$ cat src/rtl/memory_arbiter.sv
// Single-ported RAM arbiter: serialises data and instruction requests onto one RAM port, data first.
// Optional RAM watchdog enabled by defining MEM_ARB_TIMEOUT_EN.
module memory_arbiter #(
    parameter int WORD_W      = 32,
    parameter int RAM_TIMEOUT = 64
) (
    input  logic              CLK,
    input  logic              RST,
    input  logic              imemREN,
    input  logic [WORD_W-1:0] imemaddr,
    input  logic              dmemREN,
    input  logic              dmemWEN,
    input  logic [WORD_W-1:0] dmemaddr,
    input  logic [WORD_W-1:0] dmemstore,
    output logic              ihit,
    output logic              dhit,
    output logic [WORD_W-1:0] imemload,
    output logic [WORD_W-1:0] dmemload,
    output logic              ramREN,
    output logic              ramWEN,
    output logic [WORD_W-1:0] ramaddr,
    output logic [WORD_W-1:0] ramstore,
    input  logic [WORD_W-1:0] ramload,
    input  logic [1:0]        ramstate,
    output logic              err
);

    localparam logic [1:0] RAM_ACCESS = 2'd2;
    localparam logic [1:0] RAM_ERROR  = 2'd3;

    typedef enum logic [1:0] {IDLE, DATA, INSTR} stateT;

    stateT state;

`ifdef MEM_ARB_TIMEOUT_EN
    localparam int TO_W = $clog2(RAM_TIMEOUT + 1);
    localparam logic [TO_W-1:0] TO_LAST = TO_W'(RAM_TIMEOUT - 1);

    logic [TO_W-1:0] toCount;
`else
    logic unusedTimeout;
    assign unusedTimeout = (RAM_TIMEOUT > 0);
`endif

    always_ff @(posedge CLK) begin
        if (RST) begin
            state    <= IDLE;
            ihit     <= 1'b0;
            dhit     <= 1'b0;
            ramREN   <= 1'b0;
            ramWEN   <= 1'b0;
            ramaddr  <= '0;
            ramstore <= '0;
            imemload <= '0;
            dmemload <= '0;
            err      <= 1'b0;
`ifdef MEM_ARB_TIMEOUT_EN
            toCount  <= '0;
`endif
        end else begin
            ihit <= 1'b0;
            dhit <= 1'b0;
            case (state)
                IDLE: begin
                    // A hit this cycle means the requester has not dropped its strobe yet.
                    if (!(ihit || dhit)) begin
                        if (dmemWEN || dmemREN) begin
                            state    <= DATA;
                            ramaddr  <= dmemaddr;
                            ramstore <= dmemstore;
                            ramWEN   <= dmemWEN;
                            ramREN   <= !dmemWEN;
`ifdef MEM_ARB_TIMEOUT_EN
                            toCount  <= '0;
`endif
                        end else if (imemREN) begin
                            state   <= INSTR;
                            ramaddr <= imemaddr;
                            ramWEN  <= 1'b0;
                            ramREN  <= 1'b1;
`ifdef MEM_ARB_TIMEOUT_EN
                            toCount <= '0;
`endif
                        end
                    end
                end
                DATA, INSTR: begin
                    if (ramstate == RAM_ACCESS) begin
                        state  <= IDLE;
                        ramREN <= 1'b0;
                        ramWEN <= 1'b0;
                        if (state == DATA) begin
                            dhit <= 1'b1;
                            if (!ramWEN) dmemload <= ramload;
                        end else begin
                            ihit     <= 1'b1;
                            imemload <= ramload;
                        end
                    end else if (ramstate == RAM_ERROR) begin
                        state  <= IDLE;
                        ramREN <= 1'b0;
                        ramWEN <= 1'b0;
                        err    <= 1'b1;
`ifdef MEM_ARB_TIMEOUT_EN
                    end else if (toCount == TO_LAST) begin
                        state  <= IDLE;
                        ramREN <= 1'b0;
                        ramWEN <= 1'b0;
                        err    <= 1'b1;
                    end else begin
                        toCount <= toCount + 1'b1;
`endif
                    end
                end
                default: state <= IDLE;
            endcase
        end
    end

endmodule

$ cat config.mk
export PLATFORM = sky130hd
export DESIGN_NAME = memory_arbiter
export DESIGN_NICKNAME = d
export VERILOG_FILES = /design/src/rtl/memory_arbiter.sv
export SDC_FILE = /design/constraint.sdc
export NUM_CORES = 1
export LEC_CHECK = 0
export CAP_MARGIN = 15
export CORE_MARGIN = 5
export CORE_UTILIZATION = 40
export DETAILED_ROUTE_END_ITERATION = 12
export HOLD_SLACK_MARGIN = 0.15
export PLACE_DENSITY = 0.79
export RECOVER_POWER = 50
export SETUP_SLACK_MARGIN = 0.02
export SKIP_LAST_GASP = 1
export SYNTH_ARGS = -nofsm -noshare
export SYNTH_HDL_FRONTEND = slang
export SYNTH_SLANG_ARGS = --single-unit
$ cat constraint.sdc
create_clock -name CLK -period 2.2 [get_ports CLK]
set_clock_uncertainty 0.05 [all_clocks]
set_input_delay 0.33 -clock CLK [delete_from_list [all_inputs] [get_ports CLK]]
set_output_delay 0.33 -clock CLK [all_outputs]
set_load 0.02 [all_outputs]
==> results.sh <==
export IMPL_layout_drive_gt1_share_pct=9.70
export IMPL_grtUsageMet3_pct=7.19
export IMPL_crit_path_start_kind="register"
export IMPL_syn_cell_area_um2=5430
export IMPL_ys_types=33
export IMPL_final_antenna_net_count=0
export IMPL_fp_dieArea_um2=16000
export IMPL_stdcell_area_um2=8850
export IMPL_rsz0062_at_grt="no"
export IMPL_dpl_hpwl_um=12500
export IMPL_synth_fp_nets=791
export IMPL_first_pass_iters=4
export IMPL_yosys_top_cells_area="dfxtp_1 50%, nand2_1 13%, a21oi_1 12%, a311oi_2 8.3%, nand3_1 2.9%"
export IMPL_cellPowerDensity_nw_per_um2=804
export IMPL_path_cells="inv_1 -> ha_1 -> or4bb_1 -> clkbuf_2 -> nand2_1 -> a21oi_1"
export IMPL_p_leak_uw=0.00342
export IMPL_path_clk_slew_ns=0.06
export IMPL_grt_use_met2_pct=36.5
export IMPL_vias=5536
export IMPL_wl_um=17900
export IMPL_synth_top_area_share_pct=49.8
export IMPL_setup_viol=0
export IMPL_r2r_end="dmemload[3]"
export IMPL_drv_cap=0
export IMPL_fin_util_pct=66.6
export IMPL_dieHeight_um=127
export IMPL_placed_area_um2=8280
export IMPL_min_path_type="input pin to register"
export IMPL_cts_buffers_inserted=17
export IMPL_critical_path_max_stage_delay_ns=0.48
export IMPL_place_ws_ns=0.184
export IMPL_tightestPinTransition_ns=0.705
export IMPL_use_met1_pct=24.9
export IMPL_seq_area_frac_synth_pct=49.8
export IMPL_htreeDepth=4
export IMPL_clock_sinks=135
export IMPL_finalHoldViolations=0
export IMPL_synth_warnings=0
export IMPL_endpoint="dmemload[3]"
export IMPL_finalSetupTns_ns=0
export IMPL_worstSetupPathType="register to register"
export IMPL_r2r_setup_slack_ns=0.22
export IMPL_dieWidth_um=127
export IMPL_routabilityCongestion=0.815
export IMPL_synth_edf_count=0
export IMPL_status="complete, no violations"
export IMPL_cp_slowest_cell="or4bb_1"
export IMPL_ctsResizeCount=0
export IMPL_grt_usage_pct=21.7
export IMPL_nNetsFinal=1033
export IMPL_drt_iter0_markers=355
export IMPL_viasPerCell=5.11
export IMPL_clock_path_buffers=2
export IMPL_synth_top_area_cell="dfxtp_1"
export IMPL_grt_overflow=0
export IMPL_routedWlPerCell_um=16.5
export IMPL_busiest_layer="met2"
export IMPL_min_period_ns=1.98
export IMPL_clkLatencyLatePin_ns=0.40
export IMPL_cts_tree="yes"
export IMPL_slew_headroom_pct=53.0
export IMPL_antenna_found_initial=0
export IMPL_syn_inst=653
export IMPL_slew_viol_final=0
export IMPL_endpoint_kind="register"
export IMPL_ys_flop_type="dfxtp_1"
export IMPL_diodes=0
export IMPL_area_delta_synth_final_pct=63.0
export IMPL_async_flop_share_pct=0
export IMPL_port_buffers=267
export IMPL_reg2reg_depth=6
export IMPL_synth_seq_cells=135
export IMPL_fmax_ghz=0.504
export IMPL_core_area_um2=13300
export IMPL_arrival_ns=2.21
export IMPL_worstPathMaxFanout=32
export IMPL_grt_first_pass_wirelength_um=28000
export IMPL_io_pins=268
export IMPL_ir_drop_uv=457
export IMPL_fin_crit_sh_pct=90.2
export IMPL_required_ns=2.42
export IMPL_initial_core_util_pct=40.8
export IMPL_grt_pass1_vias=5319
export IMPL_rows=42
export IMPL_crit_path_start="state[1]"
export IMPL_drc=0
export IMPL_setup_slack_ns=0.215
export IMPL_postCtsSetupRepairBufs=0
export IMPL_grt_max_degree=50
export IMPL_rr_startpoint="state[1]"
export IMPL_hold_buffers=0
export IMPL_syn_avg_cell_area_um2=8.31
export IMPL_cts_root_buffer="clkbuf_16"
## placed cells by master, fill, tap and decap left out, types with 2 or more instances in the layout
cell	count
clkbuf_1	2
clkinvlp_4	5
buf_4	13
dlygate4sd3_1	102
or3b_2	2
buf_12	5
a21oi_1	130
clkinv_4	2
nand4_1	2
a311oi_1	2
nor4bb_4	2
nor2b_1	2
bufinv_16	2
clkinv_2	3
nor4b_1	2
nand3_1	32
inv_1	2
o31ai_1	2
nand2b_1	3
nand2_1	193
nor2_1	3
clkbuf_16	17
clkdlybuf4s50_1	164
o21ai_0	32
dfxtp_1	135
ha_1	3
a311oi_2	30
## cell type report
type                            count  area [um2]
Inverter                            2        7.51
Clock inverter                     12         130
Fill cell                        1106        4450
Tap cell                          176         220
Clock buffer                       19         443
Timing Repair Buffer              286        2870
Multi-Input combinational cell    453        2480
Sequential cell                   135        2700
## registers in the layout, summed over array words and instances, names as in the netlist
register and flops:
imemload 32, ramREN 1, dhit 1, err 1, ramstore 32, state 2, ramaddr 32, ihit 1
ramWEN 1, dmemload 32
## per-stage QoR
step / instances / hold slack, ns / total power, uW
6_report: 1083 / 0.326 / 7120
5_1_grt: 1083 / 0.338 / 7420
4_1_cts: 1083 / 0.309 / 7240
3_5_place_dp: 1052 / 0.396 / 4480
3_3_place_gp: 1052 / 0.391 / 4460
2_1_floorplan: 653 / 0.357 / 3670
## logic make-up (layout without fill, tap and decap cells)
| group | Yosys count | in the layout | share of synthesized area [%] |
|---|---|---|---|
| simple gates | 249 | 249 | 19.5 |
| compound gates | 199 | 199 | 24.2 |
| flops | 135 | 135 | 49.8 |
| buf+inv | 65 | 319 | 5.39 |
| fa+ha+maj | 3 | 3 | 0.691 |
| mux | 2 | 2 | 0.392 |
## synth_stat cells (2+ instances only)
cell type  instances
clkbuf_1          41
nor2b_1            2
o31ai_1            2
nor4bb_1           2
a21oi_1          130
nand2_1          193
nand2b_1           3
nand3_1           32
a311oi_2          30
ha_1               3
buf_6              4
inv_1              2
o21ai_0           32
nor4b_1            2
nor2_1             4
buf_2             15
nand4_1            2
buf_1              3
dfxtp_1          135
a311oi_1           2
or3b_2             2
## per-layer routing
metal  wire, um  share of wire [%]
met3       1330                7.5
met4        563                3.2
met5          0                  0
met1       7030                 39
met2       8940                 50
## power breakdown
part           internal, uW  switching [uW]
Sequential             2640            98.1
Combinational           759             861
Clock                  1690            1070
Total                  5090            2020
## worst min path at each step
stage,cells after the start,slack (ns),endpoint,startpoint
5_1_grt,2,0.34,ihit,RST
3_5_place_dp,2,0.40,dmemload[12],dmemload[12]
6_report,2,0.33,err,RST
4_1_cts,2,0.31,err,RST
3_3_place_gp,2,0.39,dmemload[20],dmemload[20]
2_1_floorplan,1,0.36,dhit,ramstate[0]
## worst max-delay path: cells and delay by family (launching register included)
family / cells / cell delay, ns
simple gates: 2 / 0.69
buf+inv: 2 / 0.53
flops: 1 / 0.31
fa+ha+maj: 1 / 0.18
compound gates: 1 / 0.08
Note: power is estimated with default switching activity, not from simulation.
